**config.mk**
```make
export PLATFORM = sky130hd
export DESIGN_NAME = fp_div_mantissa_seq_flat
export DESIGN_NICKNAME = d
export VERILOG_FILES = /design/src/rtl/fp_div_pkg.sv /design/src/rtl/fp_div_mantissa_seq_if.sv /design/src/rtl/div_restoring_step.sv /design/src/rtl/fp_div_mantissa_seq.sv /design/src/flat_wrapper.sv
export SDC_FILE = /design/constraint.sdc
export NUM_CORES = 1
export LEC_CHECK = 0
export CORE_ASPECT_RATIO = 0.5
export CORE_MARGIN = 2
export CORE_UTILIZATION = 65
export DETAILED_ROUTE_END_ITERATION = 16
export DONT_BUFFER_PORTS = 1
export HOLD_SLACK_MARGIN = 0.1
export PLACE_DENSITY = 0.84
export SETUP_SLACK_MARGIN = 0.1
export SYNTH_ARGS = -nofsm -noshare
export SYNTH_HDL_FRONTEND = slang
export SYNTH_SLANG_ARGS = --single-unit
```
**constraint.sdc**
```tcl
create_clock -name clk -period 6 [get_ports clk]
set_clock_uncertainty 0.05 [all_clocks]
set_input_delay 0.3 -clock clk [delete_from_list [all_inputs] [get_ports clk]]
set_output_delay 0.3 -clock clk [all_outputs]
set_load 0.03 [all_outputs]
```
**src/rtl/fp_div_pkg.sv**
```systemverilog
// rtl/fp_div_pkg.sv - shared widths, state encoding and divide-by-zero constants
package fp_div_pkg;

   localparam int MANT_W = 24;
   localparam int EXP_W  = 8;
   localparam int BIAS   = 127;
   localparam int QUO_W  = 2 * MANT_W;
   localparam int REM_W  = MANT_W + 2;
   localparam int CNT_W  = 6;

   typedef enum logic [1:0] {
      IDLE,
      CALC,
      FAST,
      DONE
   } div_state_t;

   localparam logic [QUO_W-1:0] DBZ_MANT = {1'b0, {(QUO_W-1){1'b1}}};
   localparam logic [EXP_W+1:0] DBZ_EXP  = (EXP_W+2)'(255);

endpackage

```
**src/rtl/fp_div_mantissa_seq_if.sv**
```systemverilog
// rtl/fp_div_mantissa_seq_if.sv - operand/handshake/result bundle of the mantissa divider
interface fp_div_mantissa_seq_if
   import fp_div_pkg::*;
();

   logic               en;
   logic               start;
   logic [MANT_W-1:0]  mant_a;
   logic [MANT_W-1:0]  mant_b;
   logic [EXP_W-1:0]   exp_a;
   logic [EXP_W-1:0]   exp_b;
   logic               busy;
   logic               done;
   logic               div_by_zero;
   logic [QUO_W-1:0]   mantisa_mul;
   logic [EXP_W+1:0]   exponent_add;
   logic               sel;

   modport master (
      output en, start, mant_a, mant_b, exp_a, exp_b,
      input  busy, done, div_by_zero, mantisa_mul, exponent_add, sel
   );

   modport slave (
      input  en, start, mant_a, mant_b, exp_a, exp_b,
      output busy, done, div_by_zero, mantisa_mul, exponent_add, sel
   );

endinterface

```
**src/rtl/div_restoring_step.sv**
```systemverilog
// rtl/div_restoring_step.sv - one combinational restoring-division step
module div_restoring_step
   import fp_div_pkg::*;
(
   input  logic [REM_W-1:0]  rem,
   input  logic [MANT_W-1:0] divisor,
   output logic              q_bit,
   output logic [REM_W-1:0]  rem_next
);

   // One extra bit so the sign of the trial difference is visible.
   logic [REM_W:0] trial;

   assign trial    = {1'b0, rem} - {{(REM_W-MANT_W+1){1'b0}}, divisor};
   assign q_bit    = ~trial[REM_W];
   assign rem_next = q_bit ? {trial[REM_W-2:0], 1'b0} : {rem[REM_W-2:0], 1'b0};

endmodule

```
**src/rtl/fp_div_mantissa_seq.sv**
```systemverilog
// rtl/fp_div_mantissa_seq.sv - bit-serial restoring mantissa divider feeding the normalizer
module fp_div_mantissa_seq
   import fp_div_pkg::*;
(
   input  logic                  clk,
   input  logic                  arst,
   fp_div_mantissa_seq_if.slave  bus
);

   div_state_t         state, state_n;
   logic [CNT_W-1:0]   cnt, cnt_n;
   logic [REM_W-1:0]   rem, rem_n;
   logic [MANT_W-1:0]  dvs, dvs_n;
   logic [QUO_W-2:0]   quo, quo_n;
   logic [EXP_W+1:0]   exp_r, exp_n;
   logic               b_zero, b_zero_n;
   logic               busy_q, busy_n;
   logic               done_q, done_n;
   logic               dbz_q, dbz_n;
   logic [QUO_W-1:0]   mant_q, mant_n;
   logic [EXP_W+1:0]   expo_q, expo_n;
   logic               sel_q, sel_n;

   logic               q_bit;
   logic [REM_W-1:0]   rem_next;
   logic               adj;
   logic [EXP_W+1:0]   exp_calc;

   div_restoring_step u_step (
      .rem      (rem),
      .divisor  (dvs),
      .q_bit    (q_bit),
      .rem_next (rem_next)
   );

   // Prescale keeps the quotient in [1,2), so bit 46 is always the leading one.
   assign adj      = bus.mant_a < bus.mant_b;
   assign exp_calc = {2'b00, bus.exp_a} - {2'b00, bus.exp_b} + (EXP_W+2)'(BIAS)
                   - {{(EXP_W+1){1'b0}}, adj};

   always_comb begin
      state_n  = state;
      cnt_n    = cnt;
      rem_n    = rem;
      dvs_n    = dvs;
      quo_n    = quo;
      exp_n    = exp_r;
      b_zero_n = b_zero;
      busy_n   = busy_q;
      done_n   = 1'b0;
      dbz_n    = dbz_q;
      mant_n   = mant_q;
      expo_n   = expo_q;
      sel_n    = sel_q;
      case (state)
         IDLE: begin
            if (bus.start) begin
               rem_n    = adj ? {1'b0, bus.mant_a, 1'b0} : {2'b00, bus.mant_a};
               dvs_n    = bus.mant_b;
               quo_n    = '0;
               exp_n    = exp_calc;
               b_zero_n = (bus.mant_b == '0);
               cnt_n    = CNT_W'(QUO_W - 2);
               busy_n   = 1'b1;
               dbz_n    = 1'b0;
               state_n  = (bus.mant_a == '0 || bus.mant_b == '0) ? FAST : CALC;
            end
         end
         CALC: begin
            quo_n[cnt] = q_bit;
            rem_n      = rem_next;
            if (cnt == '0) begin
               // Sticky: any leftover remainder marks the result inexact.
               quo_n[0] = q_bit | (rem_next != '0);
               mant_n   = {1'b0, quo_n};
               expo_n   = exp_r;
               sel_n    = 1'b1;
               busy_n   = 1'b0;
               done_n   = 1'b1;
               state_n  = DONE;
            end else begin
               cnt_n = cnt - 1'b1;
            end
         end
         FAST: begin
            if (b_zero) begin
               dbz_n  = 1'b1;
               mant_n = DBZ_MANT;
               expo_n = DBZ_EXP;
            end else begin
               mant_n = '0;
               expo_n = '0;
            end
            sel_n   = 1'b1;
            busy_n  = 1'b0;
            done_n  = 1'b1;
            state_n = DONE;
         end
         DONE: begin
            state_n = IDLE;
         end
         default: begin
            state_n = IDLE;
         end
      endcase
   end

   always_ff @(posedge clk or posedge arst) begin
      if (arst) begin
         state  <= IDLE;
         cnt    <= '0;
         rem    <= '0;
         dvs    <= '0;
         quo    <= '0;
         exp_r  <= '0;
         b_zero <= 1'b0;
         busy_q <= 1'b0;
         done_q <= 1'b0;
         dbz_q  <= 1'b0;
         mant_q <= '0;
         expo_q <= '0;
         sel_q  <= 1'b0;
      end else if (bus.en) begin
         state  <= state_n;
         cnt    <= cnt_n;
         rem    <= rem_n;
         dvs    <= dvs_n;
         quo    <= quo_n;
         exp_r  <= exp_n;
         b_zero <= b_zero_n;
         busy_q <= busy_n;
         done_q <= done_n;
         dbz_q  <= dbz_n;
         mant_q <= mant_n;
         expo_q <= expo_n;
         sel_q  <= sel_n;
      end
   end

   assign bus.busy         = busy_q;
   assign bus.done         = done_q;
   assign bus.div_by_zero  = dbz_q;
   assign bus.mantisa_mul  = mant_q;
   assign bus.exponent_add = expo_q;
   assign bus.sel          = sel_q;

endmodule

```
**src/flat_wrapper.sv**
```systemverilog
// flat-port wrapper written by rule: the top's interface ports become plain ports
module fp_div_mantissa_seq_flat import fp_div_pkg::*;
  (clk, arst, bus_en, bus_start, bus_mant_a, bus_mant_b, bus_exp_a, bus_exp_b, bus_busy, bus_done, bus_div_by_zero, bus_mantisa_mul, bus_exponent_add, bus_sel);
  fp_div_mantissa_seq_if bus_i ();
  input  logic clk;
  input  logic arst;
  input wire logic [$bits(bus_i.en)-1:0] bus_en;
  input wire logic [$bits(bus_i.start)-1:0] bus_start;
  input wire logic [$bits(bus_i.mant_a)-1:0] bus_mant_a;
  input wire logic [$bits(bus_i.mant_b)-1:0] bus_mant_b;
  input wire logic [$bits(bus_i.exp_a)-1:0] bus_exp_a;
  input wire logic [$bits(bus_i.exp_b)-1:0] bus_exp_b;
  output wire logic [$bits(bus_i.busy)-1:0] bus_busy;
  output wire logic [$bits(bus_i.done)-1:0] bus_done;
  output wire logic [$bits(bus_i.div_by_zero)-1:0] bus_div_by_zero;
  output wire logic [$bits(bus_i.mantisa_mul)-1:0] bus_mantisa_mul;
  output wire logic [$bits(bus_i.exponent_add)-1:0] bus_exponent_add;
  output wire logic [$bits(bus_i.sel)-1:0] bus_sel;
  assign bus_i.en = bus_en;
  assign bus_i.start = bus_start;
  assign bus_i.mant_a = bus_mant_a;
  assign bus_i.mant_b = bus_mant_b;
  assign bus_i.exp_a = bus_exp_a;
  assign bus_i.exp_b = bus_exp_b;
  assign bus_busy = bus_i.busy;
  assign bus_done = bus_i.done;
  assign bus_div_by_zero = bus_i.div_by_zero;
  assign bus_mantisa_mul = bus_i.mantisa_mul;
  assign bus_exponent_add = bus_i.exponent_add;
  assign bus_sel = bus_i.sel;
  fp_div_mantissa_seq u_core (.clk(clk), .arst(arst), .bus(bus_i));
endmodule
```
-- Word level (Yosys, flattened, before mapping)
Cells that the tools add are included.
- output and inout bits: 62
- logic and storage cells: 81
- flip-flop bits (word level): 178
- input port bits: 68
- magnitude comparators: 3
- multiplexer cells: 33
- bitwise gates (word level): 2
- equal/unequal tests: 7
- $add $sub $neg: 5
- reduce and logical (&&, ||, !) cells: 18
- operators by type and width (kind ; number):
    case mux 48 bit (2 select lines) ; 1
    2-to-1 mux 47 bit ; 2
    case mux 47 bit (2 select lines) ; 1
    2-to-1 mux 26 bit ; 2
    case mux 26 bit (2 select lines) ; 1
    zero test 24 bit ; 2
    2-to-1 mux 48 bit ; 1
    bitwise mux 47 bit ; 1
    subtractor 26 x 24 -> 27 bit ; 1
    nonzero test 26 bit ; 1
    2-to-1 mux 25 bit ; 1
    < comparator 24 bit ; 1
    case mux 10 bit (2 select lines) ; 1
    2-to-1 mux 6 bit ; 2
    case mux 6 bit (2 select lines) ; 1
    AND reduction 3 bit ; 4
    AND reduction 4 bit ; 3
    adder 10 x 7 -> 10 bit (second input constant) ; 1
    2-to-1 mux 10 bit ; 1
    subtractor 10 x 1 -> 10 bit ; 1
    subtractor 8 x 8 -> 9 bit ; 1
    2-to-1 mux 1 bit ; 8
    2-to-1 mux 8 bit ; 1
    case mux 2 bit (4 select lines) ; 1
    19 further kinds ; 28

-- Longest topological paths before layout
- depth after elaboration: 7
- gate-level depth with buffers: 19
- gate-level depth less buffers: 17

-- Modules after synthesis
From an unflattened synthesis, not the netlist that was laid out.
- cell total of the unflattened synthesis: 1299
- area, all modules: 11511.0 um2
- by module, submodules not included (module ; seq. area each (um2) ; times used ; cells each ; area each (um2)):
    fp_div_mantissa_seq ; 4404.2 ; 1 ; 1028 ; 9626.7
    div_restoring_step ; 0.0 ; 1 ; 271 ; 1884.3

-- Worst setup path after synthesis
Ideal clock, no wire load.
- path kind: input port to flip-flop
- start: in bus_mant_b[12]
- end: reg u_core.exp_r[9]
- data arrival time: 3.886 ns
- setup time: 0.065 ns
- data required time: 5.885 ns
- path buffers: 2
- path slack: 1.999 ns
- stages: 19
- path through: inv_1 ha_1 a2111oi_0 o211ai_1 a221oi_1 o211ai_1 buf_2 buf_2 ha_1 ha_1 inv_1 fa_1 inv_1 a21oi_1 o21bai_1 a21o_1 a21o_1 a2111oi_0 a21o_1
- cells in the longest elaborated chain, start to end: 2
- RTL lines (element ; line ; text):
    start, declared ; flat_wrapper.sv:10 ; input wire logic [$bits(bus_i.mant_b)-1:0] bus_mant_b;
    < comparator 24 bit ; fp_div_mantissa_seq.sv:37 ; assign adj = bus.mant_a < bus.mant_b;
    subtractor 10 x 1 -> 10 bit ; fp_div_mantissa_seq.sv:39 ; - {{(EXP_W+1){1'b0}}, adj};
    end signal, assigned ; fp_div_mantissa_seq.sv:129 ; exp_r <= exp_n;
    end, declared ; fp_div_mantissa_seq.sv:15 ; logic [EXP_W+1:0] exp_r, exp_n;
Every way passes these cells.
A chain may end at the register's enable or synchronous reset.

-- Final worst setup path
Same ends and word-level chain as after synthesis.

==> metrics <==
Port Buffer Count 0; pwr/cell area 574 nW/µm²; Congestion Overflow GR 0; Arr. time, crit path 4.45 ns; Syn Inst Count 1,332; dpl ws 2.06 ns; Resize count post-CTS 0; Mean Syn Cell Area 8.24 µm²; area occupied by multi-input gates 5920 µm²; worst skew pair latency 0.44 ns; Max Clk Rate 243 MHz; Root Buffer Master clkbuf_16; global-route wire length before repair 50,600 µm; CTS Buffer Depth 2; Post-Layout Cell Count 1,565; fin crit share 68.7%; actual slew at the worst max-slew pin 1.12 ns; clock tree sinks 176; GPL Wtd Cong 0.933; CTS tree done; vias in the first global route 10.0k; Pre-Repair DR Iteration Count 6; largest net degree at the start of global routing 115; Most used DFF post-synth dfrtp_1; H-tree depth 4; Worst VDD drop 0.350 mV; DR vias/cell 6.55; post-route setup TNS 0 ns; 1st-iter DRT viols 1,010; drt total wl 30,900 µm; RSZ-0062 raised after global routing false; Finish-stage setup viols 0; total die area 18,000 µm²; final worst slack 1.88 ns; Worst Path Required 6.33 ns; Max-slew headroom 25.5%; sequential-to-total area share from yosys stat 40.1%; Post-Syn Area 11,000 µm²; HP Class primary input to flop; Max-cap violations 0; Yosys Warn Count 0; Pins Over Slew Limit 0; crit end category flop; critical path class primary input to flop; Die Y 95.9 µm; dpl cells 1,489; min cycle time layout 4.12 ns; Core Region 16,400 µm²; area grow syn2layout 10.2%; drt drc 0; DR vias 10.2k; antenna-violating nets left 0; Ports 130; CTS buffer count 17; crit-path max FO 26; WL/cell 19.7 µm; Ant. Diodes 0; nature of the critical path startpoint primary input; DP HPWL 20,700 µm; total track usage 35.6%; status finished, final reports clean; Nets 1,463; syn_nets 1,470; Synth cell types 69; share of layout cells above drive strength 1 5.75%; ys async rst share 100%; number of synthesized flops with an enable pin 0; synthesis-stage register bit count 176; starting density of the core 66.8%; final hold viol count 0; initial antenna violation count 0; Cell Rows 33; clock-pin transition on the worst setup and hold timing paths 0.07 ns; Filler Cell Count 1,256; P_leak 5.44 nW; storage element area 4400 µm²; chip width 188 µm
-- power by group --
group	internal, W	leakage (nW)	switching (W)
Sequential	0.00157	2.28	0.000629
Combinational	0.00135	2.87	0.00223
Clock	0.000637	0.290	0.000519
Total	0.00356	5.44	0.00338
-- layout by cell type (no fill, tap or decap), types with 11 or more instances in the layout --
master         instances
xnor2_1               17
nand2_1              208
nor4_1                20
o21ai_1               84
a31oi_1               16
o22ai_1               15
inv_1                 84
nand4_1               11
ha_1                  66
xor2_1                13
nor2_1                81
nand3_1               17
dfrtp_1              176
o21ai_0              128
clkbuf_16             17
a21o_1                19
a21oi_1              102
dlygate4sd3_1         44
buf_4                 16
a211oi_1              50
-- timing repair --
action | 4_1_cts | 5_1_grt
hold endpoints to repair | 152 | 0
hold buffers | 44 | 0
setup buffers | 0 | 0
-- registers in the layout (all words and copies together) (netlist names) --
signal                   cells
u_core.bus.sel               1
u_core.bus.exponent_add     10
u_core.bus.done              1
u_core.exp_r                10
u_core.bus.div_by_zero       1
u_core.dvs                  24
u_core.rem                  26
u_core.bus.busy              1
u_core.state                 2
u_core.b_zero                1
u_core.cnt                   6
u_core.bus.mantisa_mul      47
u_core.quo                  46
-- path summary, 6_finish.rpt --
kind	startpoint	endpoint	slack [ns]	cells after the start
min	bus_mant_a[23]	u_core.rem[23]$_DFFE_PP0P_	0.10	3
min reg2reg	u_core.dvs[15]$_DFFE_PP0P_	u_core.dvs[15]$_DFFE_PP0P_	0.43	2
max	bus_mant_b[12]	u_core.exp_r[9]$_DFFE_PP0P_	1.88	19
max in group asynchronous	arst	u_core.dvs[6]$_DFFE_PP0P_	3.91	3
min in group asynchronous	arst	u_core.bus.mantisa_mul[35]$_DFFE_PP0P_	0.53	2
max reg2reg	u_core.rem[0]$_DFFE_PP0P_	u_core.rem[15]$_DFFE_PP0P_	2.06	13
-- layer usage --
layer  part of all wire (%)  wire (µm)  track usage [%]
met4                    2.4        748             12.9
met5                      0          0                0
met2                     47      14400             59.6
met3                    9.0       2780             7.47
met1                     42      12900             46.6
-- per-stage QoR --
stage	power [W]	hold slack, ns	util (%)	cell area (µm²)
floorplan	0.00482	0.389	-	11000
global placement	0.00548	0.361	67.3	11100
detailed placement	0.00561	0.412	67.3	11100
CTS	0.00686	0.102	73.6	12100
global route	0.00740	0.133	73.6	12100
finish	0.00694	0.104	73.6	12100
-- worst max-delay path, stage by stage --
cell	delay, ns
dlygate4sd3_1	0.53
inv_1	0.06
ha_1	0.34
a2111oi_0	0.44
o211ai_1	0.17
a221oi_1	0.34
o211ai_1	0.13
buf_4	0.26
ha_1	0.22
ha_1	0.19
inv_1	0.07
fa_1	0.20
inv_1	0.05
a21oi_1	0.13
o21bai_1	0.11
a21o_1	0.19
a21o_1	0.18
a2111oi_0	0.40
a21o_1	0.13
-- final cells by class --
cell class / instances / area share, %
Multi-Input combinational cell: 982 / 48.9
Sequential cell: 176 / 36.4
Timing Repair Buffer: 60 / 4.63
Clock buffer: 20 / 3.69
Inverter: 88 / 2.77
Tap cell: 227 / 2.35
Clock inverter: 12 / 1.22
-- cells by family after synthesis --
family / share of synthesized area, %
compound gates: 25.7
simple gates: 15.6
flops: 40.1
buf+inv: 6.28
fa+ha+maj: 8.19
xor+xnor: 2.39
mux: 1.65
other cells: 0.0342
-- Yosys cell counts, types with 13 or more instances --
library cell | n | area share [%]
a211oi_1 | 50 | 3.4
a21o_1 | 19 | 1.3
a21oi_1 | 102 | 4.7
a31oi_1 | 16 | 0.91
clkbuf_1 | 68 | 2.3
dfrtp_1 | 176 | 40
ha_1 | 67 | 7.6
inv_1 | 85 | 2.9
nand2_1 | 208 | 7.1
nand3_1 | 18 | 0.82
nor2_1 | 81 | 2.8
nor4_1 | 20 | 1.1
o21ai_0 | 128 | 5.8
o21ai_1 | 85 | 3.9
o22ai_1 | 15 | 0.85
xnor2_1 | 17 | 1.4
xor2_1 | 13 | 1.0
Note: power is estimated with default switching activity, not from simulation.
